$ cat config.mk
export PLATFORM = sky130hd
export DESIGN_NAME = text_cmd_parser
export DESIGN_NICKNAME = d
export VERILOG_FILES = /design/src/rtl/text_cmd_parser.sv
export SDC_FILE = /design/constraint.sdc
export NUM_CORES = 1
export LEC_CHECK = 0
export ABC_AREA = 1
export CORE_ASPECT_RATIO = 0.75
export CORE_UTILIZATION = 50
export DETAILED_ROUTE_END_ITERATION = 10
export PLACE_DENSITY_LB_ADDON = 0.2
export SETUP_SLACK_MARGIN = 0.02
export SLEW_MARGIN = 20
export SYNTH_ARGS = -nofsm -noshare
export SYNTH_HDL_FRONTEND = slang
export SYNTH_SLANG_ARGS = --single-unit
$ cat constraint.sdc
create_clock -name clk_i -period 2.38 [get_ports clk_i]
set_clock_uncertainty 0.2 [all_clocks]
set_input_delay 0.476 -clock clk_i [delete_from_list [all_inputs] [get_ports clk_i]]
set_output_delay 0.476 -clock clk_i [all_outputs]
set_load 0.01 [all_outputs]
$ cat src/rtl/text_cmd_parser.sv
// Opcode-driven UART byte decoder producing screen-buffer write strobes, with cursor, colour attribute and clear sweep.
// Optional inter-byte operand timeout enabled by defining TEXT_CMD_TIMEOUT_EN.
module text_cmd_parser #(
    parameter int DATA_WIDTH     = 8,
    parameter int N_COL          = 128,
    parameter int N_ROW          = 48,
    parameter int COL_WIDTH      = 7,
    parameter int ROW_WIDTH      = 6,
    parameter int CHAR_WIDTH     = 7,
    parameter int ATTR_WIDTH     = 8,
    parameter int TIMEOUT_CYCLES = 65000000
) (
    input  logic                  clk_i,
    input  logic                  rstn_i,
    input  logic                  rx_valid_i,
    input  logic [DATA_WIDTH-1:0] rx_data_i,
    output logic                  wr_en_o,
    output logic [COL_WIDTH-1:0]  col_o,
    output logic [ROW_WIDTH-1:0]  row_o,
    output logic [CHAR_WIDTH-1:0] char_o,
    output logic [ATTR_WIDTH-1:0] attr_o,
    output logic [COL_WIDTH-1:0]  cur_col_o,
    output logic [ROW_WIDTH-1:0]  cur_row_o,
    output logic                  busy_o,
    output logic                  err_o
);

    localparam logic [2:0] S_IDLE     = 3'd0;
    localparam logic [2:0] S_ARG_COL  = 3'd1;
    localparam logic [2:0] S_ARG_ROW  = 3'd2;
    localparam logic [2:0] S_ARG_CHAR = 3'd3;
    localparam logic [2:0] S_ARG_ATTR = 3'd4;
    localparam logic [2:0] S_CLEAR    = 3'd5;

    localparam logic [2:0] OP_WRITE_AT   = 3'd1;
    localparam logic [2:0] OP_PUT        = 3'd2;
    localparam logic [2:0] OP_SET_CURSOR = 3'd5;

    localparam logic [DATA_WIDTH-1:0] BYTE_WRITE_AT   = DATA_WIDTH'(8'h01);
    localparam logic [DATA_WIDTH-1:0] BYTE_PUT        = DATA_WIDTH'(8'h02);
    localparam logic [DATA_WIDTH-1:0] BYTE_SET_ATTR   = DATA_WIDTH'(8'h03);
    localparam logic [DATA_WIDTH-1:0] BYTE_CLEAR      = DATA_WIDTH'(8'h04);
    localparam logic [DATA_WIDTH-1:0] BYTE_SET_CURSOR = DATA_WIDTH'(8'h05);
    localparam logic [DATA_WIDTH-1:0] BYTE_NEWLINE    = DATA_WIDTH'(8'h0A);

    localparam logic [COL_WIDTH-1:0]  COL_LAST   = COL_WIDTH'(N_COL - 1);
    localparam logic [ROW_WIDTH-1:0]  ROW_LAST   = ROW_WIDTH'(N_ROW - 1);
    localparam logic [CHAR_WIDTH-1:0] CHAR_SPACE = CHAR_WIDTH'(8'h20);
    localparam logic [ATTR_WIDTH-1:0] ATTR_RESET = ATTR_WIDTH'(8'hF0);

    logic [2:0]            state_q, state_d;
    logic [2:0]            op_q, op_d;
    logic                  rx_valid_q;
    logic [COL_WIDTH-1:0]  arg_col_q, arg_col_d;
    logic [ROW_WIDTH-1:0]  arg_row_q, arg_row_d;
    logic [ATTR_WIDTH-1:0] attr_cur_q, attr_cur_d;
    logic                  wr_en_q, wr_en_d;
    logic [COL_WIDTH-1:0]  col_q, col_d;
    logic [ROW_WIDTH-1:0]  row_q, row_d;
    logic [CHAR_WIDTH-1:0] char_q, char_d;
    logic [ATTR_WIDTH-1:0] attr_q, attr_d;
    logic [COL_WIDTH-1:0]  cur_col_q, cur_col_d;
    logic [ROW_WIDTH-1:0]  cur_row_q, cur_row_d;
    logic                  busy_q, busy_d;
    logic                  err_q, err_d;
    logic [COL_WIDTH-1:0]  clr_col_q, clr_col_d;
    logic [ROW_WIDTH-1:0]  clr_row_q, clr_row_d;

    logic byte_ev;
    logic col_in_range;
    logic row_in_range;
    logic in_arg_state;

    assign byte_ev      = rx_valid_i & ~rx_valid_q;
    // Range is checked on the whole byte so out-of-range values cannot alias onto a valid index.
    assign col_in_range = (32'(rx_data_i) < 32'(N_COL));
    assign row_in_range = (32'(rx_data_i) < 32'(N_ROW));
    assign in_arg_state = (state_q == S_ARG_COL) || (state_q == S_ARG_ROW) ||
                          (state_q == S_ARG_CHAR) || (state_q == S_ARG_ATTR);

    function automatic logic [ROW_WIDTH-1:0] row_next(input logic [ROW_WIDTH-1:0] r);
        return (r == ROW_LAST) ? '0 : r + 1'b1;
    endfunction

`ifdef TEXT_CMD_TIMEOUT_EN
    logic [31:0] to_cnt_q, to_cnt_d;
    logic        timeout_hit;

    assign timeout_hit = in_arg_state && !byte_ev && (to_cnt_q == 32'(TIMEOUT_CYCLES - 1));

    always_comb begin
        to_cnt_d = '0;
        if (in_arg_state && !byte_ev && !timeout_hit) begin
            to_cnt_d = to_cnt_q + 32'd1;
        end
    end

    always_ff @(posedge clk_i or negedge rstn_i) begin
        if (!rstn_i) begin
            to_cnt_q <= '0;
        end else begin
            to_cnt_q <= to_cnt_d;
        end
    end
`else
    logic timeout_hit;
    logic unused_timeout;

    assign timeout_hit    = 1'b0;
    assign unused_timeout = (TIMEOUT_CYCLES == 0) & in_arg_state;
`endif

    always_comb begin
        state_d    = state_q;
        op_d       = op_q;
        arg_col_d  = arg_col_q;
        arg_row_d  = arg_row_q;
        attr_cur_d = attr_cur_q;
        wr_en_d    = 1'b0;
        col_d      = col_q;
        row_d      = row_q;
        char_d     = char_q;
        attr_d     = attr_q;
        cur_col_d  = cur_col_q;
        cur_row_d  = cur_row_q;
        busy_d     = busy_q;
        err_d      = 1'b0;
        clr_col_d  = clr_col_q;
        clr_row_d  = clr_row_q;

        case (state_q)
            S_IDLE: begin
                if (byte_ev) begin
                    case (rx_data_i)
                        BYTE_WRITE_AT: begin
                            op_d    = OP_WRITE_AT;
                            state_d = S_ARG_COL;
                        end
                        BYTE_PUT: begin
                            op_d    = OP_PUT;
                            state_d = S_ARG_CHAR;
                        end
                        BYTE_SET_ATTR: begin
                            state_d = S_ARG_ATTR;
                        end
                        BYTE_CLEAR: begin
                            state_d   = S_CLEAR;
                            busy_d    = 1'b1;
                            clr_col_d = '0;
                            clr_row_d = '0;
                        end
                        BYTE_SET_CURSOR: begin
                            op_d    = OP_SET_CURSOR;
                            state_d = S_ARG_COL;
                        end
                        default: err_d = 1'b1;
                    endcase
                end
            end

            S_ARG_COL: begin
                if (byte_ev) begin
                    if (!col_in_range) begin
                        err_d   = 1'b1;
                        state_d = S_IDLE;
                    end else begin
                        arg_col_d = rx_data_i[COL_WIDTH-1:0];
                        state_d   = S_ARG_ROW;
                    end
                end
            end

            S_ARG_ROW: begin
                if (byte_ev) begin
                    if (!row_in_range) begin
                        err_d   = 1'b1;
                        state_d = S_IDLE;
                    end else if (op_q == OP_SET_CURSOR) begin
                        cur_col_d = arg_col_q;
                        cur_row_d = rx_data_i[ROW_WIDTH-1:0];
                        state_d   = S_IDLE;
                    end else begin
                        arg_row_d = rx_data_i[ROW_WIDTH-1:0];
                        state_d   = S_ARG_CHAR;
                    end
                end
            end

            S_ARG_CHAR: begin
                if (byte_ev) begin
                    state_d = S_IDLE;
                    if (op_q == OP_WRITE_AT) begin
                        wr_en_d = 1'b1;
                        col_d   = arg_col_q;
                        row_d   = arg_row_q;
                        char_d  = rx_data_i[CHAR_WIDTH-1:0];
                        attr_d  = attr_cur_q;
                    end else if (rx_data_i == BYTE_NEWLINE) begin
                        cur_col_d = '0;
                        cur_row_d = row_next(cur_row_q);
                    end else begin
                        wr_en_d = 1'b1;
                        col_d   = cur_col_q;
                        row_d   = cur_row_q;
                        char_d  = rx_data_i[CHAR_WIDTH-1:0];
                        attr_d  = attr_cur_q;
                        if (cur_col_q == COL_LAST) begin
                            cur_col_d = '0;
                            cur_row_d = row_next(cur_row_q);
                        end else begin
                            cur_col_d = cur_col_q + 1'b1;
                        end
                    end
                end
            end

            S_ARG_ATTR: begin
                if (byte_ev) begin
                    attr_cur_d = rx_data_i[ATTR_WIDTH-1:0];
                    state_d    = S_IDLE;
                end
            end

            S_CLEAR: begin
                // Bytes arriving mid-sweep are dropped; the sweep never stalls.
                if (byte_ev) begin
                    err_d = 1'b1;
                end
                wr_en_d = 1'b1;
                col_d   = clr_col_q;
                row_d   = clr_row_q;
                char_d  = CHAR_SPACE;
                attr_d  = attr_cur_q;
                if (clr_col_q == COL_LAST) begin
                    clr_col_d = '0;
                    if (clr_row_q == ROW_LAST) begin
                        clr_row_d = '0;
                        cur_col_d = '0;
                        cur_row_d = '0;
                        busy_d    = 1'b0;
                        state_d   = S_IDLE;
                    end else begin
                        clr_row_d = clr_row_q + 1'b1;
                    end
                end else begin
                    clr_col_d = clr_col_q + 1'b1;
                end
            end

            default: state_d = S_IDLE;
        endcase

        if (timeout_hit) begin
            err_d   = 1'b1;
            state_d = S_IDLE;
        end
    end

    always_ff @(posedge clk_i or negedge rstn_i) begin
        if (!rstn_i) begin
            state_q    <= S_IDLE;
            op_q       <= '0;
            rx_valid_q <= 1'b0;
            arg_col_q  <= '0;
            arg_row_q  <= '0;
            attr_cur_q <= ATTR_RESET;
            wr_en_q    <= 1'b0;
            col_q      <= '0;
            row_q      <= '0;
            char_q     <= '0;
            attr_q     <= '0;
            cur_col_q  <= '0;
            cur_row_q  <= '0;
            busy_q     <= 1'b0;
            err_q      <= 1'b0;
            clr_col_q  <= '0;
            clr_row_q  <= '0;
        end else begin
            state_q    <= state_d;
            op_q       <= op_d;
            rx_valid_q <= rx_valid_i;
            arg_col_q  <= arg_col_d;
            arg_row_q  <= arg_row_d;
            attr_cur_q <= attr_cur_d;
            wr_en_q    <= wr_en_d;
            col_q      <= col_d;
            row_q      <= row_d;
            char_q     <= char_d;
            attr_q     <= attr_d;
            cur_col_q  <= cur_col_d;
            cur_row_q  <= cur_row_d;
            busy_q     <= busy_d;
            err_q      <= err_d;
            clr_col_q  <= clr_col_d;
            clr_row_q  <= clr_row_d;
        end
    end

    assign wr_en_o   = wr_en_q;
    assign col_o     = col_q;
    assign row_o     = row_q;
    assign char_o    = char_q;
    assign attr_o    = attr_q;
    assign cur_col_o = cur_col_q;
    assign cur_row_o = cur_row_q;
    assign busy_o    = busy_q;
    assign err_o     = err_q;

endmodule
## Yosys cells after proc, flatten, opt, wreduce, memory -nomap -nowiden

Index checks and enable logic that the tools add are counted.

- Register bits after elaboration: 85
- Output and inout bits: 44
- Input bits: 11
- Logic and storage cells: 151

- Equality and inequality tests: 31
- Add/sub/neg operators: 4
- Mux-type cells: 75
- Reduce and logical (&&, ||, !) cells: 19
- Bitwise operators: 3
- Order comparisons: 2

Operators with widths:

| kind | number |
|---|---|
| $mux W7 | 18 |
| $mux W6 | 17 |
| $pmux W7 S2 | 3 |
| $mux W8 | 3 |
| $pmux W6 S2 | 2 |
| $pmux W7 S3 | 1 |
| $mux W3 | 6 |
| $pmux W6 S3 | 1 |
| $eq A8 B2 Y1 const B | 2 |
| $eq A8 B3 Y1 const B | 2 |
| $ne A2 B2 Y1 const B | 8 |
| $pmux W8 S2 | 1 |
| $pmux W3 S5 | 1 |
| $add A7 B1 Y7 const B | 2 |
| $eq A7 B7 Y1 const B | 2 |
| $mux W1 | 14 |
| $add A6 B1 Y6 const B | 2 |
| $eq A6 B6 Y1 const B | 2 |
| $pmux W3 S4 | 1 |
| $reduce_and A3 Y1 | 4 |
| $eq A3 B3 Y1 const B | 3 |
| $pmux W3 S3 | 1 |
| $reduce_and A9 Y1 | 1 |
| $eq A8 B1 Y1 const B | 1 |
| other kinds (24) | 36 |

## Longest topological paths before layout

Gate-level depths: netlist of the first run.

- Depth in word-level cells: 7
- Mapped depth: 12
- Gate-level depth less buffers: 11

## Worst setup path after synthesis of the first run

OpenSTA, ideal clock, no wires.

- Path kind: reg-to-reg
- From: register clr_row_q[0]
- To: register cur_col_q[4] (netlist: cur_col_o[4])
- Setup slack: 0.621 ns
- Cell stages (with the launch flop): 11
- Data arrival time: 1.437 ns
- Buffers on the path: 1
- Cell sequence: dfrtp_1 > ha_1 > nand3_1 > nor2_1 > nor2_2 > nor2_4 > nand2_2 > inv_2 > buf_6 > nand2_1 > o21ai_1

- Word-level cells in the longest chain between the ends: 3

RTL lines:

| what | line | RTL |
|---|---|---|
| from (decl) | 67 | `logic [ROW_WIDTH-1:0] clr_row_q, clr_row_d;` |
| from (signal assigned) | 295 | `clr_row_q <= clr_row_d;` |
| $eq A6 B6 Y1 | 236 | `if (clr_row_q == ROW_LAST) begin` |
| $ne A2 B2 Y1 (no line) | n/a |  |
| $reduce_and A8 Y1 (no line) | n/a |  |
| to (signal assigned) | 290 | `cur_col_q <= cur_col_d;` |
| to (decl) | 62 | `logic [COL_WIDTH-1:0] cur_col_q, cur_col_d;` |

Every way passes these cells.
A chain may end at the register's enable or synchronous reset.

## Worst setup path in the final report of the first run

Same ends and word-level chain as after synthesis.

==> impl_metrics.toml, run 1 <==
[clock_tree]
cts_tree = "yes"
cts_resized = 0
worstSkewPairLatency_ns = 0.35
cts.clk_slew.worst_paths_ns = 0.06
clkSinkCount = 85
ctsRootBufferMaster = "clkbuf_16"
post_cts_buffers = 0
cts_buffer_depth = 2
cts_buffers = 9
htree_levels = 3

[synthesis]
ys_types = 37
ys_ff_latch = 85
ys_warn_count = 0
synth_area_per_cell_um2 = 7.367
synth.top_cell.area_share = 0.4467
synth_largest_area_cell = "dfrtp_1"
synth_fp_nets = 631
yosysSeqAreaShare = 0.4698
synthTopCellsByArea = "dfrtp_1, nand2_1, o21ai_0"
async_flop_share = 1.000
syn_area_um2 = 4538
synth_edf_count = 0
syn_inst = 616
synth_ff_type = "dfrtp_1"

[worst_setup_path]
max_stage_delay_ns = 0.42
crit_arrival_ns = 2.16
slowest_stage = "dfrtp_1"
r2r_start = "clr_row_q[0]"
crit_path_end_kind = "flop"
crit_type = "reg2reg"
path_cells = "ha_1, nand3_1, nor2_1, nor2_2, nor2_4, nand2_2, inv_2, nand2_1, o21ai_1"
reg2reg_depth = 9
reg2reg_to = "cur_col_o[4]"
timing.critical_path.fanout_max = 11
required_ns = 2.44
r2r_setup_slack_ns = 0.28
worst_setup_path_start_kind = "flop"

[place]
post-place-ws_ns = -0.02484
hpwlAfterDp_mm = 9.349
gp_congestion = 0.9809
port_buffers = 54
placed_cell_area_um2 = 5389

[cells_and_area]
layout_common_cells = "nand2_1, dfrtp_1, clkdlybuf4s50_1"
drive_gt1_frac = 0.1314
final_cell_area_um2 = 5715
area_delta_synth_final_pct = 25.94
diodes = 0
fin_nets = 718
final_common_cell = "nand2_1"

[floorplan]
start_util = 0.5255
die_h_um = 84.51
io_pins = 55
die_w_um = 112.0
num_rows = 29
dieArea_um2 = 9465
core_area_um2 = 8636

[sta]
rsz0062_at_grt = "false"
fmax_mhz = 476.9
finalSetupTns_ns = 0
drv_slew = 0
relSlewSlack = 0.6492
setup_slack_ns = 0.2831
hold_violations = 0
worstMarginPinSlew_ns = 0.5208
fin_crit_sh = 0.8810
min_period_ns = 2.097
finalSetupViolCount = 0

[routing]
first_iter_violations = 398
final_antenna_net_count = 0
first_pass_iters = 10
wl_mm = 12.29
wire_per_inst_um = 15.06
via_per_inst = 5.342
drcViolationCount = 5
routed-via-count = 4359

[outcome]
violations = "design-rule violations"
outcome = "finished with violations"

[min_path]
hold_class = "reg2reg"
min_path_cells = 2
min_to = "char_o[1]"
hp-start = "char_o[1]"

[power]
p_per_area_nw_per_um2 = 1050
p_leak_uw = 0.002860
vdd_drop_max_mv = 0.6259

[grt]
track_usage = 0.2853
grt_pass1_vias = 4129
antenna_found_initial = 0
grt_pass1_wl_mm = 20.63
grt_max_degree = 47
gr-total-overflow = 0

[run]
maxCapViolations = 0
## Yosys cell counts (4+ instances only)
cell      count
nand2_2       5
nor2_2        5
ha_1          4
nand2_1     246
nor2_4        4
inv_1        48
nand3_1      29
dfrtp_1      81
a21oi_1      11
dfstp_2       4
nor2_1       52
o21ai_1      22
nand4_1      12
o21ai_0      41
buf_4         5
clkbuf_1      5
inv_2         9
buf_6         5
## critical path, delay by kind of cell, from the launching register on
kind	cells	cell delay, ns
and+or+nand+nor	6	0.91
DFF	1	0.42
adders and majority gates	1	0.23
buffers and inverters	1	0.16
AOI/OAI and AO/OA	1	0.08
## registers in the layout, indices dropped and copies added (netlist names), 7 cells and up
register,count
arg_col_q,7
attr_cur_q,8
attr_o,8
char_o,7
clr_col_q,7
col_o,7
cur_col_o,7
## routing by layer
metal | wire, um | up-vias | track usage
met4 | 254 | 0 | 0.09939
met5 | 0 | - | 0
met1 | 5722 | 2020 | 0.4133
met2 | 5344 | 196 | 0.4263
met3 | 973 | 23 | 0.05921
li1 | - | 2120 | -
## how the worst max path moves through the flow
stage                 startpoint            to  slack (ns)  cells after the start
global route        clr_row_q[0]  cur_col_o[4]        0.12                      9
global placement    rx_data_i[6]        busy_o        0.03                     10
detailed placement  rx_data_i[6]    state_q[0]       -0.02                     10
finish              clr_row_q[0]  cur_col_o[4]        0.28                      9
floorplan           clr_row_q[0]  cur_col_o[4]        0.62                     10
CTS                 cur_col_o[5]  cur_col_o[5]        0.30                      1
## timing repair
action,in CTS,in global routing
endpoints found under the hold margin,15,0
hold buffers,1,0
setup endpoints to repair,0,0
## cell families (layout without fill, tap and decap cells)
family                   Yosys count  count (layout)  share of synthesized area
flip-flops                        85              85                     0.4698
XOR/XNOR                           3               3                   0.005791
AND/OR/NAND/NOR                  363             363                     0.3364
buffers and inverters             77             169                    0.07747
adder cells (fa/ha/maj)            4               4                    0.01103
AO/OA/AOI/OAI                     84              84                    0.09954
## per-stage QoR
step | hold slack, ns | utilization | total power (uW) | cells
global placement | 0.1525 | 0.6240 | 4459 | 799
CTS | 0.2740 | 0.6618 | 6005 | 816
floorplan | -0.01959 | - | 3481 | 616
global route | 0.2831 | 0.6618 | 6405 | 816
detailed placement | 0.1558 | 0.6240 | 4506 | 799
finish | 0.2677 | 0.6618 | 5999 | 816
## final cells by class
| type | instances | area [um^2] |
|---|---|---|
| Fill cell | 761 | 2920 |
| Sequential cell | 85 | 2132 |
| Multi-Input combinational cell | 454 | 2054 |
| Timing Repair Buffer | 94 | 853.3 |
| Clock buffer | 11 | 252.7 |
| Inverter | 59 | 224.0 |
| Tap cell | 108 | 135.1 |
| Clock inverter | 5 | 63.81 |
## report_power, final
group	internal, uW	leakage [uW]	total [uW]	switching, uW
clock network	882	0.000153	1490	608
registers	1880	0.00106	2260	384
logic	1040	0.00164	2250	1210
(Power assumes the default switching activity.)
==> run 2: changes to the inputs <==
--- a/config.mk
+++ b/config.mk
@@ -9,7 +9,7 @@
 export CORE_ASPECT_RATIO = 0.75
 export CORE_UTILIZATION = 50
 export DETAILED_ROUTE_END_ITERATION = 10
-export PLACE_DENSITY_LB_ADDON = 0.2
+export PLACE_DENSITY = 0.74
 export SETUP_SLACK_MARGIN = 0.02
 export SLEW_MARGIN = 20
 export SYNTH_ARGS = -nofsm -noshare
==> run 2 against run 1 <==
Against the previous run: the run still ends with design-rule violations left; critical endpoint is now state_q[0]; first-iteration DRC count is 10% lower; total power is 2.7% higher; final cell count down 0.61%; largest power group unchanged; non-clock buffer count down 5; clock power increased by 12%; global-route usage decreased by 1.3 points; cell area rose by 0.44%; sequential share of layout area decreased by 0.16 points; maximum frequency is 0.18% higher; critical path type unchanged.
==> impl_metrics.toml, run 2 (synthesis gave the netlist of run 1 again) <==
[power]
p_int_uw = 3946
vdd_drop_max_mv = 0.6251
pwr-share-seq = 0.367
p_per_area_nw_per_um2 = 1074
p_sw_uw = 2218
switching_share = 0.3598
pwr-share-clk = 0.270
p_leak_uw = 0.002858
p_comb_frac = 0.363

[sta]
fin_crit_sh = 0.8795
min_period_ns = 2.093
rsz0062_at_grt = "false"
relSlewSlack = 0.6296
fmax_mhz = 477.8
finalSetupViolCount = 0
hold_violations = 0
drv_slew = 0
worstMarginPinSlew_ns = 0.5498
setup_slack_ns = 0.2869

[floorplan]
die_h_um = 84.51
die_w_um = 112.0
core_area_um2 = 8636
dieArea_um2 = 9465
io_pins = 55
start_util = 0.5255
num_rows = 29

[clock_tree]
worstSkewPairLatency_ns = 0.35
ctsRootBufferMaster = "clkbuf_16"
cts_resized = 0
cts.clk_slew.worst_paths_ns = 0.07
cts_buffers = 9
post_cts_buffers = 0
hold_buffers = 1
cts_tree = "yes"
cts_buffer_depth = 2
clkSinkCount = 85
htree_levels = 3

[min_path]
hold_class = "reg2reg"

[worst_setup_path]
crit_path_end_kind = "flop"
slowest_stage = "dfrtp_1"
path_cells = "ha_1, nand3_1, nor2_1, nor2_2, buf_4, nor3_2, nand2_1, nand2_1, nand2_1"
crit_arrival_ns = 2.13
crit_type = "reg2reg"
worst_setup_path_start_kind = "flop"
required_ns = 2.41
max_stage_delay_ns = 0.43
cpMostUsedCell = "nand2_1"
timing.critical_path.fanout_max = 5

[place]
post-place-ws_ns = -0.01811
gp_congestion = 0.8808
placed_cell_area_um2 = 5376
port_buffers = 54
hpwlAfterDp_mm = 8.807

[routing]
m1WireLength_mm = 5.455
routed-via-count = 4258
final_antenna_net_count = 0
first_pass_iters = 8
wl_met2_mm = 5.477
top_layer = "met4"
wl_mm = 11.94
first_iter_violations = 358
dr_wl_met3_um = 886
wire_per_inst_um = 14.72
drcViolationCount = 7
via_per_inst = 5.250

[cells_and_area]
layout_common_cells = "nand2_1, dfrtp_1, clkdlybuf4s50_1"
area_delta_synth_final_pct = 26.50
diodes = 0
drive_gt1_frac = 0.1252
final_cell_area_um2 = 5741
fin_nets = 713
final_common_cell = "nand2_1"

[grt]
antenna_found_initial = 0
track_usage = 0.2721
grt_pass1_vias = 4152
gr-total-overflow = 0
grt_max_degree = 39
grt_pass1_wl_mm = 19.80

[outcome]
outcome = "finished with violations"
violations = "design-rule violations"

[run]
maxCapViolations = 0
## run 2: changes by cell type in the layout (fill, tap and decap cells not counted)
| cell | before | now |
|---|---|---|
| clkbuf_8 | 2 | 0 |
| bufinv_16 | 1 | 3 |
| buf_4 | 39 | 32 |
| buf_12 | 1 | 3 |
| inv_8 | 0 | 2 |
| inv_6 | 3 | 1 |
## run 2: metrics by stage
| stage | instances | util | TNS (ns) | hold slack, ns | power [uW] |
|---|---|---|---|---|---|
| finish | 811 | 0.6647 | 0 | 0.2781 | 6164 |
| global route | 811 | 0.6647 | 0 | 0.2982 | 6557 |
| CTS | 811 | 0.6647 | 0 | 0.2793 | 6181 |
| detailed placement | 794 | 0.6226 | -0.03088 | 0.2001 | 4484 |
| global placement | 794 | 0.6226 | -0.04173 | 0.2003 | 4405 |
| floorplan | 616 | - | 0 | -0.01959 | 3481 |
## run 2: worst paths after layout
| path | startpoint | endpoint | slack (ns) | cells after the start |
|---|---|---|---|---|
| setup / recovery | clr_row_q[0] | state_q[0] | 0.29 | 9 |
| hold / removal | col_o[1] | col_o[1] | 0.28 | 2 |
| setup reg to reg | clr_row_q[0] | state_q[0] | 0.29 | 9 |
| hold reg to reg | col_o[1] | col_o[1] | 0.28 | 2 |
| max in group asynchronous | rstn_i | attr_cur_q[7] | 0.96 | 3 |
| min in group asynchronous | rstn_i | col_o[3] | 0.37 | 2 |
## run 2: worst max-delay path: cells and delay by family (launching register included)
kind | cells | cell delay (ns)
AND/OR/NAND/NOR | 7 | 0.95
flip-flops | 1 | 0.43
adder cells (fa/ha/maj) | 1 | 0.23
buffers and inverters | 1 | 0.15
## run 2: area by class of cell
cell class                      instances  area, um^2
Inverter                               59       224.0
Multi-Input combinational cell        454        2054
Clock inverter                          7       128.9
Sequential cell                        85        2132
Clock buffer                            9       225.2
Tap cell                              108       135.1
Fill cell                             734        2895
Timing Repair Buffer                   89       840.8
## run 2: per-layer routing
metal  up-vias  global-route usage
met3        14             0.06426
met1      1966              0.3751
met5         -                   0
met2       160              0.4353
li1       2118                   -
met4         0             0.07030
## run 2: power groups by stage
stage / logic (uW) / registers, uW / clock network, uW
detailed placement: 2210 / 2280 / 0
global placement: 2140 / 2260 / 0
global route: 2490 / 2320 / 1740
finish: 2240 / 2260 / 1670
CTS: 2230 / 2260 / 1690
floorplan: 1170 / 2310 / 0
